==> src/rtl/fifo_wr_arbiter.sv <==
// Round-robin arbiter sharing one FIFO write port among four producers in bounded bursts.
// One IDLE cycle per grant, then one write per cycle; fifo_full stalls the owner without revoking the grant.
module fifo_wr_arbiter #(
    parameter int DW    = 8,
    parameter int BURST = 4
) (
    input  logic              clk,
    input  logic              rst,
    input  logic [3:0]        req,
    input  logic [4*DW-1:0]   req_data,
    output logic [3:0]        ack,
    input  logic              fifo_full,
    output logic              fifo_we,
    output logic [DW-1:0]     fifo_din,
    output logic [1:0]        owner,
    output logic              busy
);

    typedef enum logic {IDLE, OWN} state_t;

    localparam logic [3:0] BCNT_LAST = 4'(BURST - 1);

    state_t      r_state;
    logic [1:0]  r_owner;
    logic [1:0]  r_ptr;
    logic [3:0]  r_bcnt;
    logic        r_busy;

    logic        w_wr;
    logic [1:0]  w_pick;
    logic [1:0]  w_idx;

    // Scan downward so the last hit is the one closest to r_ptr.
    always_comb begin
        w_idx  = r_ptr;
        w_pick = r_ptr;
        for (int i = 3; i >= 0; i--) begin
            w_idx = r_ptr + 2'(i);
            if (req[w_idx]) begin
                w_pick = w_idx;
            end
        end
    end

    assign w_wr     = rst && (r_state == OWN) && req[r_owner] && !fifo_full;
    assign fifo_we  = w_wr;
    assign ack      = w_wr ? (4'b0001 << r_owner) : 4'b0000;
    assign fifo_din = w_wr ? req_data[r_owner*DW +: DW] : '0;
    assign owner    = r_owner;
    assign busy     = r_busy;

    always_ff @(posedge clk) begin
        if (!rst) begin
            r_state <= IDLE;
            r_owner <= 2'd0;
            r_ptr   <= 2'd0;
            r_bcnt  <= 4'd0;
            r_busy  <= 1'b0;
        end else begin
            case (r_state)
                IDLE: begin
                    if (|req) begin
                        r_state <= OWN;
                        r_busy  <= 1'b1;
                        r_owner <= w_pick;
                        r_bcnt  <= 4'd0;
                    end
                end
                OWN: begin
                    if (!req[r_owner]) begin
                        r_state <= IDLE;
                        r_busy  <= 1'b0;
                        r_ptr   <= r_owner + 2'd1;
                    end else if (!fifo_full) begin
                        if (r_bcnt == BCNT_LAST) begin
                            r_state <= IDLE;
                            r_busy  <= 1'b0;
                            r_ptr   <= r_owner + 2'd1;
                        end else begin
                            r_bcnt <= r_bcnt + 4'd1;
                        end
                    end
                end
                default: begin
                    r_state <= IDLE;
                    r_busy  <= 1'b0;
                end
            endcase
        end
    end

endmodule

==> config.mk <==
export PLATFORM = sky130hd
export DESIGN_NAME = fifo_wr_arbiter
export DESIGN_NICKNAME = d
export VERILOG_FILES = /design/src/rtl/fifo_wr_arbiter.sv
export SDC_FILE = /design/constraint.sdc
export NUM_CORES = 1
export LEC_CHECK = 0
export BUFFER_PORTS_ARGS = -buffer_cell sky130_fd_sc_hd__buf_2
export CORE_MARGIN = 2
export CORE_UTILIZATION = 43
export DETAILED_ROUTE_END_ITERATION = 8
export PLACE_DENSITY = 0.85
export SLEW_MARGIN = 15
export SYNTH_ARGS = -nofsm -noshare
export SYNTH_HDL_FRONTEND = slang
export SYNTH_SLANG_ARGS = --single-unit
==> constraint.sdc <==
create_clock -name clk -period 2.45 [get_ports clk]
set_clock_uncertainty 0.15 [all_clocks]
set_input_delay 0.245 -clock clk [delete_from_list [all_inputs] [get_ports clk]]
set_output_delay 0.245 -clock clk [all_outputs]
set_load 0.05 [all_outputs]
# --- Word-level counts from Yosys, hierarchy flattened ---
# Cells that the tools add are included.
classes:
  n_addsub: 5
  n_bitwise: 1
  n_eq_ne: 9
  n_reduce_logical: 9
  n_mux: 34
  order_cmp: 5
  shift: 2
ops:
  columns: ["op", "count"]
  rows:
  - ["variable part select 32 x 6 -> 8 bit", 1]
  - ["two-way mux 4 bit", 5]
  - ["< comparator 2 x 3 -> 1 bit (second input constant)", 5]
  - ["two-way mux 2 bit", 7]
  - ["two-way mux 1 bit", 13]
  - ["binary-select mux 1 bit (select 2 bit)", 5]
  - ["two-way mux 8 bit", 1]
  - ["!= test 2 bit (second input constant)", 4]
  - ["case mux 4 bit (2 select lines)", 1]
  - ["AND reduction 3 bit", 2]
  - ["adder 2 x 1 -> 2 bit (second input constant)", 2]
  - ["adder 2 bit (second input constant)", 2]
  - ["adder 4 x 1 -> 4 bit (second input constant)", 1]
  - ["== test 4 x 2 -> 1 bit (second input constant)", 1]
  - ["!= test 2 x 1 -> 1 bit (second input constant)", 2]
  - ["case mux 1 bit (2 select lines)", 2]
  - ["AND reduction 4 bit", 1]
  - ["OR reduction 4 bit", 1]
  - ["left shift 1 x 2 -> 4 bit (first input constant)", 1]
  - ["logical AND 1 bit", 3]
  - ["!= test 3 x 2 -> 1 bit (second input constant)", 1]
  - ["!= test 3 bit (second input constant)", 1]
  - ["AND reduction 2 bit", 1]
  - ["logical NOT 1 bit", 1]
  - ["inverter 1 bit", 1]
totals:
  ff_bits: 10
  input_bits: 39
  output_inout_bits: 16
  word_cells: 70

# --- Logic depth before layout (Yosys ltp) ---
# Gate-level depths: netlist of the first run.
logic_depth:
  word_depth: 7
  depth_mapped: 5

# --- Least setup slack after synthesis of the first run ---
# OpenSTA, ideal clock, no wires.
synth_path:
  path_type: "reg2out"
  from: "reg r_owner[0], in the netlist owner[0]"
  to: "out fifo_din[0]"
  arrival_time_ns: 1.985
  setup_slack_ns: 0.070
  stages_incl_launch_ff: 4
  path_buffers: 1
  cell_sequence: "dfxtp_1 -> buf_2 -> mux4_2 -> and3_1"
synth_between:
  elab_chain_cells: 5
  word_cells_on_any_way: 6
  cone_classes: "1 x shift; 3 x mux; 2 x reduce/logical"
synth_lines:
  columns: ["item", "line_no", "rtl"]
  rows:
  - ["start: declaration", "24", "logic [1:0] r_owner;"]
  - ["start signal: assignment", "65", "r_owner <= w_pick;"]
  - ["branches (longest 4 deep; another with variable part select 32 x 6 -> 8 bit)", null, null]
  - ["two-way mux 8 bit (*)", "48", "assign fifo_din = w_wr ? req_data[r_owner*DW +: DW] : '0;"]
  - ["end: declaration", "14", "output logic [DW-1:0] fifo_din,"]
# Mark *: on every way between the ends. The select of a mux whose other input is x is not followed.

# --- Worst setup path after layout of the first run ---
layout_path:
  from: "reg r_state"
  to: "out ack[1]"
layout_between:
  elab_chain_cells: 4
layout_lines:
  columns: ["item", "line_no", "rtl"]
  rows:
  - ["start: declaration", "23", "state_t r_state;"]
  - ["start signal: assignment", "54", "r_state <= IDLE;"]
  - ["start signal: assignment", "63", "r_state <= OWN;"]
  - ["start signal: assignment", "71", "r_state <= IDLE;"]
  - ["logical AND 1 bit (3 in a row)", "45", "assign w_wr = rst && (r_state == OWN) && req[r_owner] && !fifo_full;"]
  - ["two-way mux 4 bit", "47", "assign ack = w_wr ? (4'b0001 << r_owner) : 4'b0000;"]
  - ["end: declaration", "11", "output logic [3:0] ack,"]
# No other way between the ends.

==> results of run 1 <==
-- placed cells by master, fill, tap and decap left out, types with 2 or more instances in the layout --
| master | count |
|---|---|
| buf_2 | 54 |
| inv_1 | 5 |
| clkbuf_4 | 3 |
| ha_1 | 5 |
| mux2i_1 | 7 |
| and3_1 | 10 |
| nand3_1 | 3 |
| nor2_1 | 5 |
| a21oi_1 | 3 |
| and3_2 | 3 |
| nor3b_1 | 2 |
| a21boi_0 | 2 |
| mux4_2 | 8 |
| buf_4 | 3 |
| nand2_1 | 14 |
| dfxtp_1 | 9 |
-- how the worst max path moves through the flow --
stage          cells after the start           to  slack (ps)
3_3_place_gp                       4       ack[1]         410
5_1_grt                            4       ack[1]          -3
3_5_place_dp                       4       ack[1]         370
2_1_floorplan                      3  fifo_din[0]          70
6_report                           4       ack[1]          90
4_1_cts                            4       ack[1]          60
-- through the flow --
stage	std cells	hold slack (ps)
final	185	223
after global routing	185	231
after CTS	184	215
after detailed placement	180	323
after global placement	180	317
after floorplan	102	301
-- where the power goes --
part           internal [uW]  total (uW)  switching, uW
Sequential               173         187           14.4
Combinational           87.3         187           99.8
Clock                   90.4         155           64.7
-- routing by layer --
layer / wire length, um / track usage [%]
met1: 1080 / 23.7
met2: 1310 / 36.4
met3: 117 / 3.22
met4: 28 / 8.11
met5: 0 / 0
-- cell usage after synthesis --
cell type  count
nand3b_1       1
clkbuf_2       1
and3_2         3
nand3_1        3
a21boi_0       2
o211ai_1       1
nand2_1       14
nor4_1         1
or2_2          1
buf_1          1
nor3b_1        2
or4_2          1
nand2b_1       1
nand4_2        1
or3b_4         1
and3_1        10
mux4_2         8
inv_1          5
buf_2          1
dfxtp_1       10
o22ai_4        1
or2b_1         1
mux2i_1        7
mux2_4         1
and2_1         1
a21oi_1        3
o21ai_0        1
o31ai_1        1
o221a_2        1
nor2_1         5
a211o_2        1
o211a_1        1
a2111oi_0      1
o32ai_1        1
ha_1           5
clkbuf_1       3
-- area by class of cell --
class / count / area (um2)
repair buffers: 57 / 293
clock buffers: 4 / 36.3
fillers: 183 / 858
inverters: 5 / 18.8
flip-flops and latches: 10 / 201
well taps: 28 / 35.0
multi-input cells: 81 / 706
-- sequential cells by signal, indices dropped and copies added, names as in the netlist --
register / count
r_state: 1
busy: 1
r_bcnt: 4
r_ptr: 2
owner: 2
-- cell families after synthesis --
group | share of synthesized area [%]
AND/OR/NAND/NOR | 27.3
flip-flops | 21.1
AO/OA/AOI/OAI | 12.5
multiplexers | 27.9
buffers and inverters | 4.61
adder cells (fa/ha/maj) | 6.59
-- critical path, cell delays in order (launching register included) --
cell and delay, ps:
dfxtp_1 470, or3b_4 430, o22ai_4 290, and3_2 240, buf_2 260
-- timing repair --
item / in CTS / in global routing
setup buffers: 0 / 1
gates resized for setup: 0 / 1
endpoints found under the setup margin: 0 / 12
==> results.cfg, run 1 <==
[cells_and_area]
post-route-util_pct = 60.0
diodes = 0
syn_to_final_growth_pct = 35.8
design_area_mm2 = 0.00129
final_nets = 202
drive_gt1_share_pct = 51.6

[sta]
layout_min_cycle_time_ps = 2360
worst_pin_slew_ps = 456
final_max_slew_viol_count = 0
worst_slack_ps = 93.2
finalSetupTns_ps = 0
final_hold_viol_count = 0
slew_headroom_pct = 68.8
period_share_pct = 96.2
report.final.setup_viol = 0
fmax_mhz = 424

[drt]
drt-initial-drc-count = 19
viasPerCell = 5.56
dr.pass1.iters = 4
wl_per_cell_um = 13.7
drtAntennaViolNets = 0
drc = 0
vias = 1029
drt-total-wl_mm = 2.53

[logic_synthesis]
yosys_warnings = 0
synth_area_leaders = dfxtp_1, mux4_2, mux2i_1
synth_top_cell_area_share_pct = 21.1
netlist_area_um2 = 950
ys_ff_latch = 10
ys_seq_area_share_pct = 21.1
synth_fp_nets = 146
synth.avg_cell_area_um2 = 9.31
ys_types = 36
syn_inst = 102
synth_top_cell_by_area = dfxtp_1

[hold_path]
hold_depth = 4
holdCritPathClass = input pin to flip-flop
holdPathEnd = owner[1]
hp-start = req[1]

[global_route]
overflow = 0
grt.total_usage_pct = 20.2
grt_pass1_wl_mm = 4.11
grt_max_degree = 29
first_global_vias = 1002
antenna_found_initial = 0

[floorplanning]
core_area_mm2 = 0.00215
start_util_pct = 44.2
die_w_um = 51.0
die_h_um = 51.0
die-area_mm2 = 0.00260
num_rows = 17
io_pins = 55

[setup_path]
critPathMaxFanout = 14
worst-r2r-setup-slack_ps = 390
r2r-start = r_state
r2r_end = r_bcnt[3]
cp-start-kind = flip-flop
critPathArrivalTime_ps = 1960
ff2ff_path_depth = 5
endpoint_kind = output pin
critical_path_class = flip-flop to output pin
startpoint = r_state
critPathRequiredTime_ps = 2060

[status]
status = finished, final reports clean

[place]
dpl_cell_area_mm2 = 0.00124
dp_slack_ps = 367
numPortBuffers = 54
gp_congestion = 0.826
post-dp-hpwl_mm = 2.01

[power_and_ir_drop]
p_leak_uw = 0.000668
ir_drop_v = 0.000350
total_power_uw = 529
p_per_area_mw_per_mm2 = 410

[clock_tree]
cts_buffer_depth = 2
numClockSinks = 10
cts-root-buf = clkbuf_4
cts_hold_buf = 0
clock_latency_ps = 270
cts_tree = built
cts-buffers-inserted = 3
htree_levels = 1
clk_pin_slew_worst_paths_ps = 70

[run]
maxCapViolations = 0
(Power assumes the default switching activity.)
==> run 2: changes to the inputs <==
--- a/config.mk
+++ b/config.mk
@@ -8,6 +8,7 @@
 export BUFFER_PORTS_ARGS = -buffer_cell sky130_fd_sc_hd__buf_2
 export CORE_MARGIN = 2
 export CORE_UTILIZATION = 43
+export CTS_BUF_LIST = sky130_fd_sc_hd__clkbuf_16
 export DETAILED_ROUTE_END_ITERATION = 8
 export PLACE_DENSITY = 0.85
 export SLEW_MARGIN = 15
==> run 2 against run 1 <==
Compared with the run above:
- global-route usage rose by 0.32 points
- clock-buffer cell count fell by 1
- worst setup slack improved by 11 ps
- die area did not move
- sequential share of layout area fell by 0.49 points
- combinational power barely moved
- critical path type unchanged
- highest routed layer unchanged
==> results.cfg, run 2 (synthesis results as in run 1) <==
[setup_path]
slowest_delay_ps = 450
critPathArrivalTime_ps = 1950
cp_slowest_cell = dfxtp_1
crit_path_cell_trace = or3b_4 > o22ai_4 > and3_2 > buf_2
critical_path_class = flip-flop to output pin
cp-start-kind = flip-flop
critPathRequiredTime_ps = 2060
critPathMaxFanout = 17
endpoint_kind = output pin
worst-r2r-setup-slack_ps = 520

[global_route]
overflow = 0
antenna_found_initial = 0
grt.total_usage_pct = 20.6
first_global_vias = 1020
grt_max_degree = 29
grt_pass1_wl_mm = 4.14

[drt]
drt-total-wl_mm = 2.59
wl_per_cell_um = 14.1
drtAntennaViolNets = 0
drt-initial-drc-count = 30
viasPerCell = 5.50
drc = 0
dr.pass1.iters = 4
vias = 1012

[cells_and_area]
syn_to_final_growth_pct = 39.4
drive_gt1_share_pct = 50.0
diodes = 0
largest_reg_flops = 4
mostFrequentLayoutCells = buf_2, nand2_1, and3_1, dfxtp_1, mux4_2
regMostFlops = r_bcnt
final_nets = 201
final_common_cell = buf_2

[sta]
worst_pin_slew_ps = 472
final_max_slew_viol_count = 0
fmax_mhz = 426
whs_ps = 266
slew_headroom_pct = 67.7
rsz0062_at_grt = no
report.final.setup_viol = 0
layout_min_cycle_time_ps = 2350
final_hold_viol_count = 0
period_share_pct = 95.7
finalSetupTns_ps = 0

[place]
gp_congestion = 0.826
post-dp-hpwl_mm = 2.01
numPortBuffers = 54

[power_and_ir_drop]
p_per_area_mw_per_mm2 = 504
p_leak_uw = 0.000679
switching_power_uw = 193
ir_drop_v = 0.000366
seqPwrFrac_pct = 28.2
switching_share_pct = 29.0
pwr-share-clk_pct = 43.9
internal_power_uw = 473
comb_power_share_pct = 27.9

[hold_path]
holdCritPathClass = input pin to flip-flop

[floorplanning]
die-area_mm2 = 0.00260
core_area_mm2 = 0.00215
start_util_pct = 44.2
die_w_um = 51.0
io_pins = 55
num_rows = 17
die_h_um = 51.0

[clock_tree]
ctsResizeCount = 0
cts_buffer_depth = 2
clk_pin_slew_worst_paths_ps = 40
cts_hold_buf = 0
cts_tree = built
post_cts_buffers = 0
clock_latency_ps = 240
cts-root-buf = clkbuf_16
cts-buffers-inserted = 3
numClockSinks = 10
htree_levels = 1

[run]
maxCapViolations = 0

[status]
status = finished, final reports clean
-- run 2: critical path: cells and delay by family, from the launching register on --
| family | cells | cell delay (ps) |
|---|---|---|
| and+or+nand+nor | 2 | 680 |
| DFF | 1 | 450 |
| AOI/OAI and AO/OA | 1 | 330 |
| buffers and inverters | 1 | 260 |
-- run 2: cell type report --
| class | count | area [um2] |
|---|---|---|
| well taps | 28 | 35.0 |
| fillers | 180 | 825 |
| multi-input cells | 81 | 706 |
| repair buffers | 56 | 285 |
| inverters | 5 | 18.8 |
| clock inverters | 1 | 3.75 |
| clock buffers | 3 | 75.1 |
| flip-flops and latches | 10 | 200 |
-- run 2: power by group through the flow --
stage / logic, uW / clock network, uW / registers, uW
after floorplan: 112 / 0 / 203
after global placement: 179 / 0 / 189
after detailed placement: 185 / 0 / 190
after CTS: 186 / 296 / 188
after global routing: 201 / 302 / 190
final: 186 / 293 / 188
-- run 2: final timing paths --
| path | start | end | depth (start not counted) |
|---|---|---|---|
| max | r_state | ack[1] | 4 |
| min | req[1] | owner[1] | 4 |
| max reg2reg | r_state | r_bcnt[3] | 4 |
| min reg2reg | r_ptr[0] | r_ptr[0] | 2 |
-- run 2: layer usage --
metal  routed length, um  up-vias  share of wire (%)  track usage, %
met4                  27        0                1.0            8.11
met3                 124        4                4.8            4.09
met2                1340       40                 52            37.9
met5                   0        -                  0               0
li1                    -      494                  -               -
met1                1090      474                 42            22.8
-- run 2: per-stage QoR --
| step | utilization (%) | cells | area, um2 | power (uW) | worst slack (ps) |
|---|---|---|---|---|---|
| 6_report | 61.6 | 184 | 1320 | 667 | 104 |
| 5_1_grt | 61.6 | 184 | 1320 | 693 | 7.54 |
| 3_3_place_gp | 57.9 | 180 | 1240 | 368 | 409 |
| 3_5_place_dp | 57.9 | 180 | 1240 | 375 | 367 |
| 2_1_floorplan | - | 102 | 950 | 315 | 70.1 |
| 4_1_cts | 61.6 | 184 | 1320 | 669 | 113 |
